### src/rtl/sobel_pkg.sv
// Shared types, window index map and helper functions for the Sobel gradient pipe.
// Contents:
//   pixel_t / window_t      8-bit pixel and packed 3x3 window (index = 3*col + row)
//   IDX_*                   window positions by column (L/M/R) and row (T/M/B)
//   MAX_GRAD, SAT_LIMIT     largest |gradient| and the 8-bit output ceiling
//   weighted_sum()          1-2-1 weighted sum of three pixels (10-bit result)
//   saturate()              clamp an 11-bit magnitude into one pixel
package sobel_pkg;

  typedef logic [7:0] pixel_t;
  typedef pixel_t [0:8] window_t;

  localparam int IDX_LT = 0;
  localparam int IDX_LM = 1;
  localparam int IDX_LB = 2;
  localparam int IDX_MT = 3;
  localparam int IDX_MM = 4;
  localparam int IDX_MB = 5;
  localparam int IDX_RT = 6;
  localparam int IDX_RM = 7;
  localparam int IDX_RB = 8;

  localparam int MAX_GRAD  = 1020;
  localparam int SAT_LIMIT = 255;

  // Largest result is 4*255 = 1020, which fits in 10 bits.
  function automatic logic [9:0] weighted_sum(input pixel_t a, input pixel_t mid, input pixel_t c);
    return {2'b00, a} + {1'b0, mid, 1'b0} + {2'b00, c};
  endfunction

  function automatic pixel_t saturate(input logic [10:0] m);
    return (m > 11'(SAT_LIMIT)) ? 8'(SAT_LIMIT) : m[7:0];
  endfunction

endpackage

### src/rtl/sobel_gradient_pipe_abs_diff.sv
// Signed difference and absolute difference of two 10-bit unsigned operands.
// Ports:
//   a, b   in   10-bit unsigned operands
//   diff   out  a - b, signed 11 bit
//   mag    out  |a - b|, 10 bit (operands never exceed 1020, so it cannot overflow)
module sobel_abs_diff (
  input  logic        [9:0]  a,
  input  logic        [9:0]  b,
  output logic signed [10:0] diff,
  output logic        [9:0]  mag
);

  logic signed [10:0] neg_diff;

  assign diff     = $signed({1'b0, a}) - $signed({1'b0, b});
  assign neg_diff = -diff;
  assign mag      = diff[10] ? neg_diff[9:0] : diff[9:0];

endmodule

### src/rtl/sobel_gradient_pipe.sv
// Sobel gradient pipeline: accepts one 3x3 window per handshake and emits the
// saturated magnitude |Gx|+|Gy| plus an edge flag, with a per-frame pixel counter.
// Ports:
//   clk, n_rst             clock, synchronous active-low reset
//   win_valid/win_ready    input window handshake (win_ready is the global advance)
//   window_in, threshold   3x3 window and edge threshold, captured together
//   pix_valid/pix_ready    output pixel handshake
//   pix_out, edge_out      saturated magnitude and (pix_out >= threshold)
//   frame_done             one-cycle pulse after the handshake of the last pixel of a frame
//   pix_count              index of the next output pixel within the frame
module sobel_gradient_pipe
  import sobel_pkg::*;
#(
  parameter  int IMG_W   = 256,
  parameter  int IMG_H   = 256,
  localparam int NUM_OUT = (IMG_W - 2) * (IMG_H - 2),
  localparam int CNT_W   = (NUM_OUT > 1) ? $clog2(NUM_OUT) : 1
) (
  input  logic             clk,
  input  logic             n_rst,
  input  logic             win_valid,
  output logic             win_ready,
  input  window_t          window_in,
  input  pixel_t           threshold,
  output logic             pix_valid,
  input  logic             pix_ready,
  output pixel_t           pix_out,
  output logic             edge_out,
  output logic             frame_done,
  output logic [CNT_W-1:0] pix_count
);

  localparam logic [CNT_W-1:0]   LAST_IDX = CNT_W'(NUM_OUT - 1);
  localparam logic signed [10:0] GRAD_HI  = 11'(MAX_GRAD);
  localparam logic signed [10:0] GRAD_LO  = -11'(MAX_GRAD);

  logic adv;

  // Capture stage: the raw window lands here on acceptance, so S1..S3 follow
  // on the next three edges and the result appears three edges after accept.
  logic    s0_valid;
  window_t s0_win;
  pixel_t  s0_thr;

  logic       s1_valid;
  logic [9:0] s1_l, s1_r, s1_t, s1_b;
  pixel_t     s1_thr;

  logic       s2_valid;
  logic [9:0] s2_gx_abs, s2_gy_abs;
  pixel_t     s2_thr;

  logic s3_valid;

  logic signed [10:0] gx, gy;
  logic        [9:0]  gx_abs, gy_abs;
  logic        [10:0] mag;
  pixel_t             mag_sat;

  // One advance signal moves every stage at once; a stalled output freezes all.
  assign adv       = !s3_valid || pix_ready;
  assign win_ready = adv;
  assign pix_valid = s3_valid;

  sobel_abs_diff u_gx (
    .a    (s1_r),
    .b    (s1_l),
    .diff (gx),
    .mag  (gx_abs)
  );

  sobel_abs_diff u_gy (
    .a    (s1_b),
    .b    (s1_t),
    .diff (gy),
    .mag  (gy_abs)
  );

  assign mag     = {1'b0, s2_gx_abs} + {1'b0, s2_gy_abs};
  assign mag_sat = saturate(mag);

  always_comb begin
    if (s1_valid) begin
      assert (gx <= GRAD_HI && gx >= GRAD_LO && gy <= GRAD_HI && gy >= GRAD_LO);
    end
  end

  always_ff @(posedge clk) begin
    if (!n_rst) begin
      s0_valid <= 1'b0;
      s1_valid <= 1'b0;
      s2_valid <= 1'b0;
      s3_valid <= 1'b0;
      pix_out  <= '0;
      edge_out <= 1'b0;
    end else if (adv) begin
      s0_valid <= win_valid;
      s1_valid <= s0_valid;
      s2_valid <= s1_valid;
      s3_valid <= s2_valid;
      pix_out  <= mag_sat;
      edge_out <= (mag_sat >= s2_thr);
    end
  end

  // Datapath registers carry no reset; their contents are qualified by the valids.
  always_ff @(posedge clk) begin
    if (adv) begin
      s0_win    <= window_in;
      s0_thr    <= threshold;
      s1_l      <= weighted_sum(s0_win[IDX_LT], s0_win[IDX_LM], s0_win[IDX_LB]);
      s1_r      <= weighted_sum(s0_win[IDX_RT], s0_win[IDX_RM], s0_win[IDX_RB]);
      s1_t      <= weighted_sum(s0_win[IDX_LT], s0_win[IDX_MT], s0_win[IDX_RT]);
      s1_b      <= weighted_sum(s0_win[IDX_LB], s0_win[IDX_MB], s0_win[IDX_RB]);
      s1_thr    <= s0_thr;
      s2_gx_abs <= gx_abs;
      s2_gy_abs <= gy_abs;
      s2_thr    <= s1_thr;
    end
  end

  always_ff @(posedge clk) begin
    if (!n_rst) begin
      pix_count  <= '0;
      frame_done <= 1'b0;
    end else begin
      frame_done <= 1'b0;
      if (s3_valid && pix_ready) begin
        if (pix_count == LAST_IDX) begin
          pix_count  <= '0;
          frame_done <= 1'b1;
        end else begin
          pix_count <= pix_count + 1'b1;
        end
      end
    end
  end

endmodule

### config.mk
export PLATFORM = sky130hd
export DESIGN_NAME = sobel_gradient_pipe
export DESIGN_NICKNAME = d
export VERILOG_FILES = /design/src/rtl/sobel_pkg.sv /design/src/rtl/sobel_gradient_pipe_abs_diff.sv /design/src/rtl/sobel_gradient_pipe.sv
export SDC_FILE = /design/constraint.sdc
export NUM_CORES = 1
export LEC_CHECK = 0
export CORE_MARGIN = 2
export CORE_UTILIZATION = 55
export CTS_CLUSTER_DIAMETER = 150
export DETAILED_ROUTE_END_ITERATION = 6
export HOLD_SLACK_MARGIN = 0.06
export PLACE_DENSITY = 0.77
export SLEW_MARGIN = 10
export SYNTH_ARGS = -nofsm -noshare
export SYNTH_HDL_FRONTEND = slang
export SYNTH_SLANG_ARGS = --single-unit
### constraint.sdc
create_clock -name clk -period 7.9 [get_ports clk]
set_input_delay 1.58 -clock clk [delete_from_list [all_inputs] [get_ports clk]]
set_output_delay 1.58 -clock clk [all_outputs]
set_load 0.05 [all_outputs]
# Word-level counts from Yosys, hierarchy flattened
# Index checks and enable logic that the tools add are counted.
classes:
  n_addsub: 14
  n_lt_le_gt_ge: 2
  n_eq_ne: 1
  mux: 5
  n_reduce_logical: 4
ops:
  columns: ["op", "count"]
  rows:
  - ["10-bit by 8-bit adder with 10-bit output", 4]
  - ["8-bit by 9-bit adder with 10-bit output", 4]
  - ["10-bit by 10-bit subtractor with 11-bit output", 2]
  - ["10-bit 2-to-1 mux", 2]
  - ["10-bit negation", 2]
  - ["16-bit by 1-bit adder with 16-bit output (second input constant)", 1]
  - ["16-bit == test (second input constant)", 1]
  - ["16-bit 2-to-1 mux", 1]
  - ["10-bit by 10-bit adder with 11-bit output", 1]
  - ["11-bit by 8-bit > comparator with 1-bit output (second input constant)", 1]
  - ["8-bit >= comparator", 1]
  - ["8-bit 2-to-1 mux", 1]
  - ["2-bit AND reduction", 1]
  - ["1-bit logical AND", 1]
  - ["1-bit logical NOT", 1]
  - ["1-bit logical OR", 1]
  - ["1-bit 2-to-1 mux", 1]
totals:
  regBits: 178
  inputBits: 84
  output_inout_bits: 28
  word_cells: 51

# Longest topological paths before layout
# Gate-level depths: netlist of run 1.
depth:
  word_depth: 4
  depth_mapped: 16
  mapped_depth_nobuf: 16

# Hierarchy
# Synthesis of run 1 repeated with hierarchy kept, for this count alone.
unflattened:
  cells_unflattened: 765
  area_unflattened_um2: 9560.4
by_module_without_submodules:
  columns: ["module", "instances", "cells_per_inst", "area_per_inst_um2", "seq_area_each_um2"]
  rows:
  - ["sobel_gradient_pipe", 1, 563, 8029.0, 5044.8]
  - ["sobel_abs_diff at u_gy", 1, 101, 772.0, 0.0]
  - ["sobel_abs_diff at u_gx", 1, 101, 759.5, 0.0]

# Worst setup path before layout of run 1
# OpenSTA, ideal clock, no wires.
synth_path:
  path_type: "input port to output port"
  startpoint: "input port pix_ready"
  endpoint: "output port win_ready"
  arrival_time_ps: 6311
  t_required_ps: 6320
  setup_slack_ps: 9
  path_stages: 3
  n_path_buf: 1
  path_cell_list: "nor2b_1 -> inv_1 -> clkbuf_1"
synth_via:
  elab_chain_cells: 1
synth_lines:
  columns: ["item", "line", "text"]
  rows:
  - ["start: declaration", "sobel_gradient_pipe.sv:26", "input logic pix_ready,"]
  - ["1-bit logical OR", "sobel_gradient_pipe.sv:61", "assign adv = !s3_valid || pix_ready;"]
  - ["end: declaration", "sobel_gradient_pipe.sv:22", "output logic win_ready,"]
# No other way between the ends.

# Worst setup path after layout of run 1
# Ends and elaborated chain as after synthesis.

==> impl_metrics.ini, run 1 <==
[yosys]
avgSynthCellArea_sq_um = 12.7
synth-edff-count = 148
syn-cell-area_sq_mm = 0.00926
synthAdderAreaFrac_pct = 18.0
synth.distinct_cells = 52
async_reset_ff_share_pct = 0
synthXorXnorAreaFrac_pct = 6.69
synth_compound_area_share_pct = 8.78
synth_nets = 925
syn_inst = 729
synth-seq-area-share_pct = 54.5
synth_mux_area_share_pct = 0.351
yosysWarnings = 0
synth_top_family_by_area = adder cells
synthFlopType = edfxtp_1
yosys.area_share.simple_pct = 8.50
ys_ff_latch = 178

[die]
io_pins = 112
placementRows = 47
core_area_sq_mm = 0.0165
dieHeight_um = 134
die-area_sq_mm = 0.0179
initial_utilization_pct = 56.0
die_x_um = 134

[min_path]
min_path_type = reg -> reg
min_path_cells = 0
timing.hold.worst.start = s1_thr[1]
hold_end = s2_thr[1]

[clock_tree]
root_buffer = clkbuf_16
ctsHoldBuffers = 0
cts_buffer_depth = 2
cts_tree = done
clkLatencyLatePin_ps = 420
cts_htree_levels = 4
cts_buffers = 17
cts_sinks = 178
clk_pin_slew_ps = 70
cts_resized = 0
postCtsSetupBuffers = 0

[cells_and_area]
drive_above_1_share_pct = 6.18
layout_common_cells = edfxtp_1, clkdlybuf4s50_1, ha_1
antenna_cells = 0
fin_util_pct = 67.1
layout.nets = 1040
final_common_cell = edfxtp_1
fillers = 1187
area_delta_synth_final_pct = 19.8
regArea_sq_mm = 0.00504
multiInputGateArea_sq_mm = 0.00392

[grt]
track_usage_pct = 18.7
grt_pass1_vias = 5907
grt_pass1_wl_um = 26600
grt_overflow = 0
grt_max_degree = 99
antenna_found_initial = 0

[pwr]
p_leak_nw = 4.45
p_per_area_mw_per_mm2 = 347
vdd.ir_drop.worst_v = 0.000234

[worst_setup_path]
r2r-end = edge_out
critPathMaxFanout = 98
r2r-start = s2_gx_abs[0]
required_ps = 6320
crit_slowest_cell = clkdlybuf4s50_1
criticalPathCategory = in -> out
reg2reg_depth = 16
path_cells = clkdlybuf4s50_1 -> nor2b_1 -> inv_6 -> clkdlybuf4s50_1
critPathArrivalTime_ps = 4210
r2r_setup_slack_ps = 4170
slowest_delay_ps = 860
critPathCaptureType = primary output
cp-start-kind = input pin
crit_path_frequent_cell = clkdlybuf4s50_1

[routing]
drtIter0Drc = 297
drt_first_pass_iters = 5
drc = 0
wl_um = 15500
antenna_left = 0
post_drt_wl_per_cell_um = 14.4
vias = 5584
via_per_inst = 5.18

[status]
status = complete, no violations

[timing]
setup_viol = 0
grt_setup_unrepaired = no
drv_slew = 0
hold_viol = 0
period_minus_slack_ps = 5790
fmax_mhz = 173
min_period_over_period_pct = 73.2
finClkSkew_ps = 8.43
maxSlewHeadroom_pct = 34.4
tightestPinTransition_ps = 982
tns_ps = 0

[placement]
place_congestion = 0.847
port_buffers = 103
dp_hpwl_um = 11800

[run]
drv_cap = 0
cells by family after synthesis:
logic type               Yosys count
AND/OR/NAND/NOR                  166
buffers and inverters             74
XOR/XNOR                          69
adder cells (fa/ha/maj)          112
AO/OA/AOI/OAI                    127
multiplexers                       3
flip-flops                       178
how the worst max path moves through the flow:
stage | depth (start not counted) | slack [ps] | start | endpoint
final | 4 | 2110 | pix_ready | win_ready
after global routing | 4 | 2010 | pix_ready | win_ready
after CTS | 4 | 2160 | pix_ready | win_ready
after detailed placement | 4 | 2170 | pix_ready | win_ready
after global placement | 4 | 2260 | pix_ready | win_ready
after floorplan | 3 | 9 | pix_ready | win_ready
state kept, by name (all words and copies together), names as in the netlist:
signal,count
s2_valid,1
s0_valid,1
s2_thr,8
s1_valid,1
s1_thr,8
s2_gx_abs,10
s0_win,64
pix_valid,1
s1_b,10
s1_l,10
s2_gy_abs,10
pix_count,16
s1_r,10
edge_out,1
s0_thr,8
s1_t,10
frame_done,1
pix_out,8
cells in the mapped netlist, types with 5 or more instances:
master	n	area [sq um]
nand2_1	40	150
ha_1	77	963
o21bai_1	6	45.0
nor3_1	9	45.0
inv_1	66	248
o21ai_0	41	205
dfxtp_1	30	601
a21o_1	16	120
o211ai_1	6	45.0
xnor2_1	41	359
nor2_1	67	251
or2_1	5	31.3
nand3_1	8	40.0
a21oi_2	5	43.8
nor2b_1	5	31.3
edfxtp_1	148	4440
xor2_1	26	228
nand2b_1	11	68.8
fa_1	35	701
a21oi_1	30	150
through the flow:
stage | hold WS (ps) | instance area (sq um) | total power [mW] | setup WS [ps] | std cells
after floorplan | 400 | 9260 | 2.71 | 8.89 | 729
after global placement | 406 | 10500 | 2.99 | 2260 | 1045
after detailed placement | 405 | 10500 | 3.06 | 2170 | 1045
after CTS | 419 | 11100 | 3.87 | 2160 | 1077
after global routing | 423 | 11100 | 4.12 | 2010 | 1077
final | 413 | 11100 | 3.85 | 2110 | 1077
routing by layer:
metal	global-route usage (%)	up-vias	share of wire, %
li1	-	2805	-
met1	21.3	2613	42
met4	6.74	0	2.1
met5	0	-	0
met3	4.00	27	3.6
met2	34.6	139	53
final cells by class:
class / count / area share [%]
Clock buffer: 17 / 3.83
Clock inverter: 15 / 1.26
Inverter: 66 / 2.28
Multi-Input combinational cell: 477 / 35.3
Sequential cell: 178 / 45.5
Tap cell: 220 / 2.48
Timing Repair Buffer: 104 / 9.36
power breakdown:
| part | leakage (nW) | switching [mW] | internal (mW) |
|---|---|---|---|
| logic | 2.36 | 0.952 | 0.744 |
| clock network | 0.276 | 0.379 | 0.419 |
| registers | 1.81 | 0.0679 | 1.28 |
critical path, delay by kind of cell:
family,cells,cell delay (ps)
buffers and inverters,3,1770
AND/OR/NAND/NOR,1,770
No activity file was read; power rests on OpenSTA's default activity.
==> run 2: changes to the inputs <==
==> constraint.sdc (replaced) <==
create_clock -name clk -period 5.35 [get_ports clk]
set_input_delay 1.07 -clock clk [delete_from_list [all_inputs] [get_ports clk]]
set_output_delay 1.07 -clock clk [all_outputs]
set_load 0.05 [all_outputs]
==> run 2 against run 1 <==
Compared with the run above: largest power group unchanged; critical path type unchanged; register-to-register slack got worse by 2500 ps; final area grew 0.24%; critical path depth up 1.
==> impl_metrics.ini, run 2 (synthesis results as in run 1) <==
[grt]
grt_max_degree = 88
grt_pass1_vias = 5795
grt_pass1_wl_um = 26200
track_usage_pct = 18.4
grt_overflow = 0
antenna_found_initial = 0

[routing]
wl_um = 15500
drtIter0Drc = 320
via_per_inst = 5.19
post_drt_wl_per_cell_um = 14.4
drc = 0
drt_first_pass_iters = 4
antenna_left = 0
vias = 5591

[worst_setup_path]
critPathMaxFanout = 12
critPathCaptureType = primary output
path_cells = clkdlybuf4s50_1 -> nor2b_1 -> buf_4 -> inv_6 -> clkdlybuf4s50_1
criticalPathCategory = in -> out
crit_path_frequent_cell = clkdlybuf4s50_1
path_buf_inv = 4
crit_family = buffers and inverters
crit_slowest_cell = clkdlybuf4s50_1
critPathArrivalTime_ps = 2660
slowest_delay_ps = 800
cp-start-kind = input pin
required_ps = 4280

[timing]
setup_viol = 0
drv_slew = 0
period_minus_slack_ps = 3730
grt_setup_unrepaired = no
finClkSkew_ps = 11.5
tns_ps = 0
whs_ps = 421
fmax_mhz = 268
tightestPinTransition_ps = 1040
maxSlewHeadroom_pct = 30.3
hold_viol = 0
min_period_over_period_pct = 69.8

[die]
die_x_um = 134
dieHeight_um = 134
initial_utilization_pct = 56.0
io_pins = 112
placementRows = 47
core_area_sq_mm = 0.0165
die-area_sq_mm = 0.0179

[placement]
dp_hpwl_um = 11600
port_buffers = 103
place_congestion = 0.854

[clock_tree]
cts_htree_levels = 4
cts_sinks = 178
clk_pin_slew_ps = 60
ctsHoldBuffers = 0
cts_resized = 0
root_buffer = clkbuf_16
clkLatencyLatePin_ps = 420
postCtsSetupBuffers = 0
cts_tree = done
cts_buffers = 17
cts_buffer_depth = 2

[status]
status = complete, no violations

[cells_and_area]
top_register = s0_win
drive_above_1_share_pct = 6.18
reg_top3 = s0_win: 64 flops, pix_count: 16 flops
fin_util_pct = 67.3
fillers = 1181
area_delta_synth_final_pct = 20.1
final_common_cell = edfxtp_1
layout.nets = 1042
layout_common_cells = edfxtp_1, clkdlybuf4s50_1, ha_1
antenna_cells = 0
largest_register_ffs = 64

[pwr]
vdd.ir_drop.worst_v = 0.000336
power_mw = 5.71
p_per_area_mw_per_mm2 = 514
p_leak_nw = 4.45

[run]
drv_cap = 0

[min_path]
min_path_type = reg -> reg
[run 2: final cells by class]
class | count | area, sq um | share of cell area [%]
Clock inverter | 14 | 151 | 1.36
Sequential cell | 178 | 5040 | 45.4
Clock buffer | 17 | 425 | 3.83
Timing Repair Buffer | 106 | 1050 | 9.47
Tap cell | 220 | 275 | 2.48
Multi-Input combinational cell | 477 | 3920 | 35.2
Inverter | 66 | 253 | 2.27
[run 2: routing by layer]
layer | up-vias | track usage (%) | part of all wire, %
li1 | 2805 | - | -
met1 | 2634 | 21.9 | 43
met2 | 131 | 32.7 | 51
met3 | 21 | 4.30 | 3.9
met4 | 0 | 6.68 | 1.8
met5 | - | 0 | 0
[run 2: power by group]
part	switching [mW]	internal (mW)	total (mW)
clock network	0.520	0.690	1.21
logic	1.41	1.10	2.51
registers	0.0990	1.90	2.00
[run 2: stage by stage]
stage	std cells	setup WS, ps	instance area [sq um]
finish	1078	1620	11100
global route	1078	1370	11100
CTS	1078	1610	11100
detailed placement	1047	1410	10500
global placement	1047	1510	10500
floorplan	729	888	9260
[run 2: worst paths after layout]
kind                      from   endpoint  slack (ps)  cells after the start
hold reg to reg      s1_thr[1]  s2_thr[1]         420                      0
hold / removal       s1_thr[1]  s2_thr[1]         420                      0
setup reg to reg  s2_gy_abs[0]   edge_out        1710                     16
setup / recovery     pix_ready  win_ready        1620                      5
[run 2: worst register-to-register path, cell delays in order (launching register included)]
cell	delay, ps
edfxtp_1	390
ha_1	230
fa_1	410
a21o_1	180
a21oi_1	280
o21ai_0	150
nor4b_2	180
a22oi_2	340
nor2_1	110
ha_1	290
nand2b_1	140
a21o_1	170
a21o_1	170
a211oi_1	200
o21ai_0	120
o211ai_1	90
a21oi_1	80
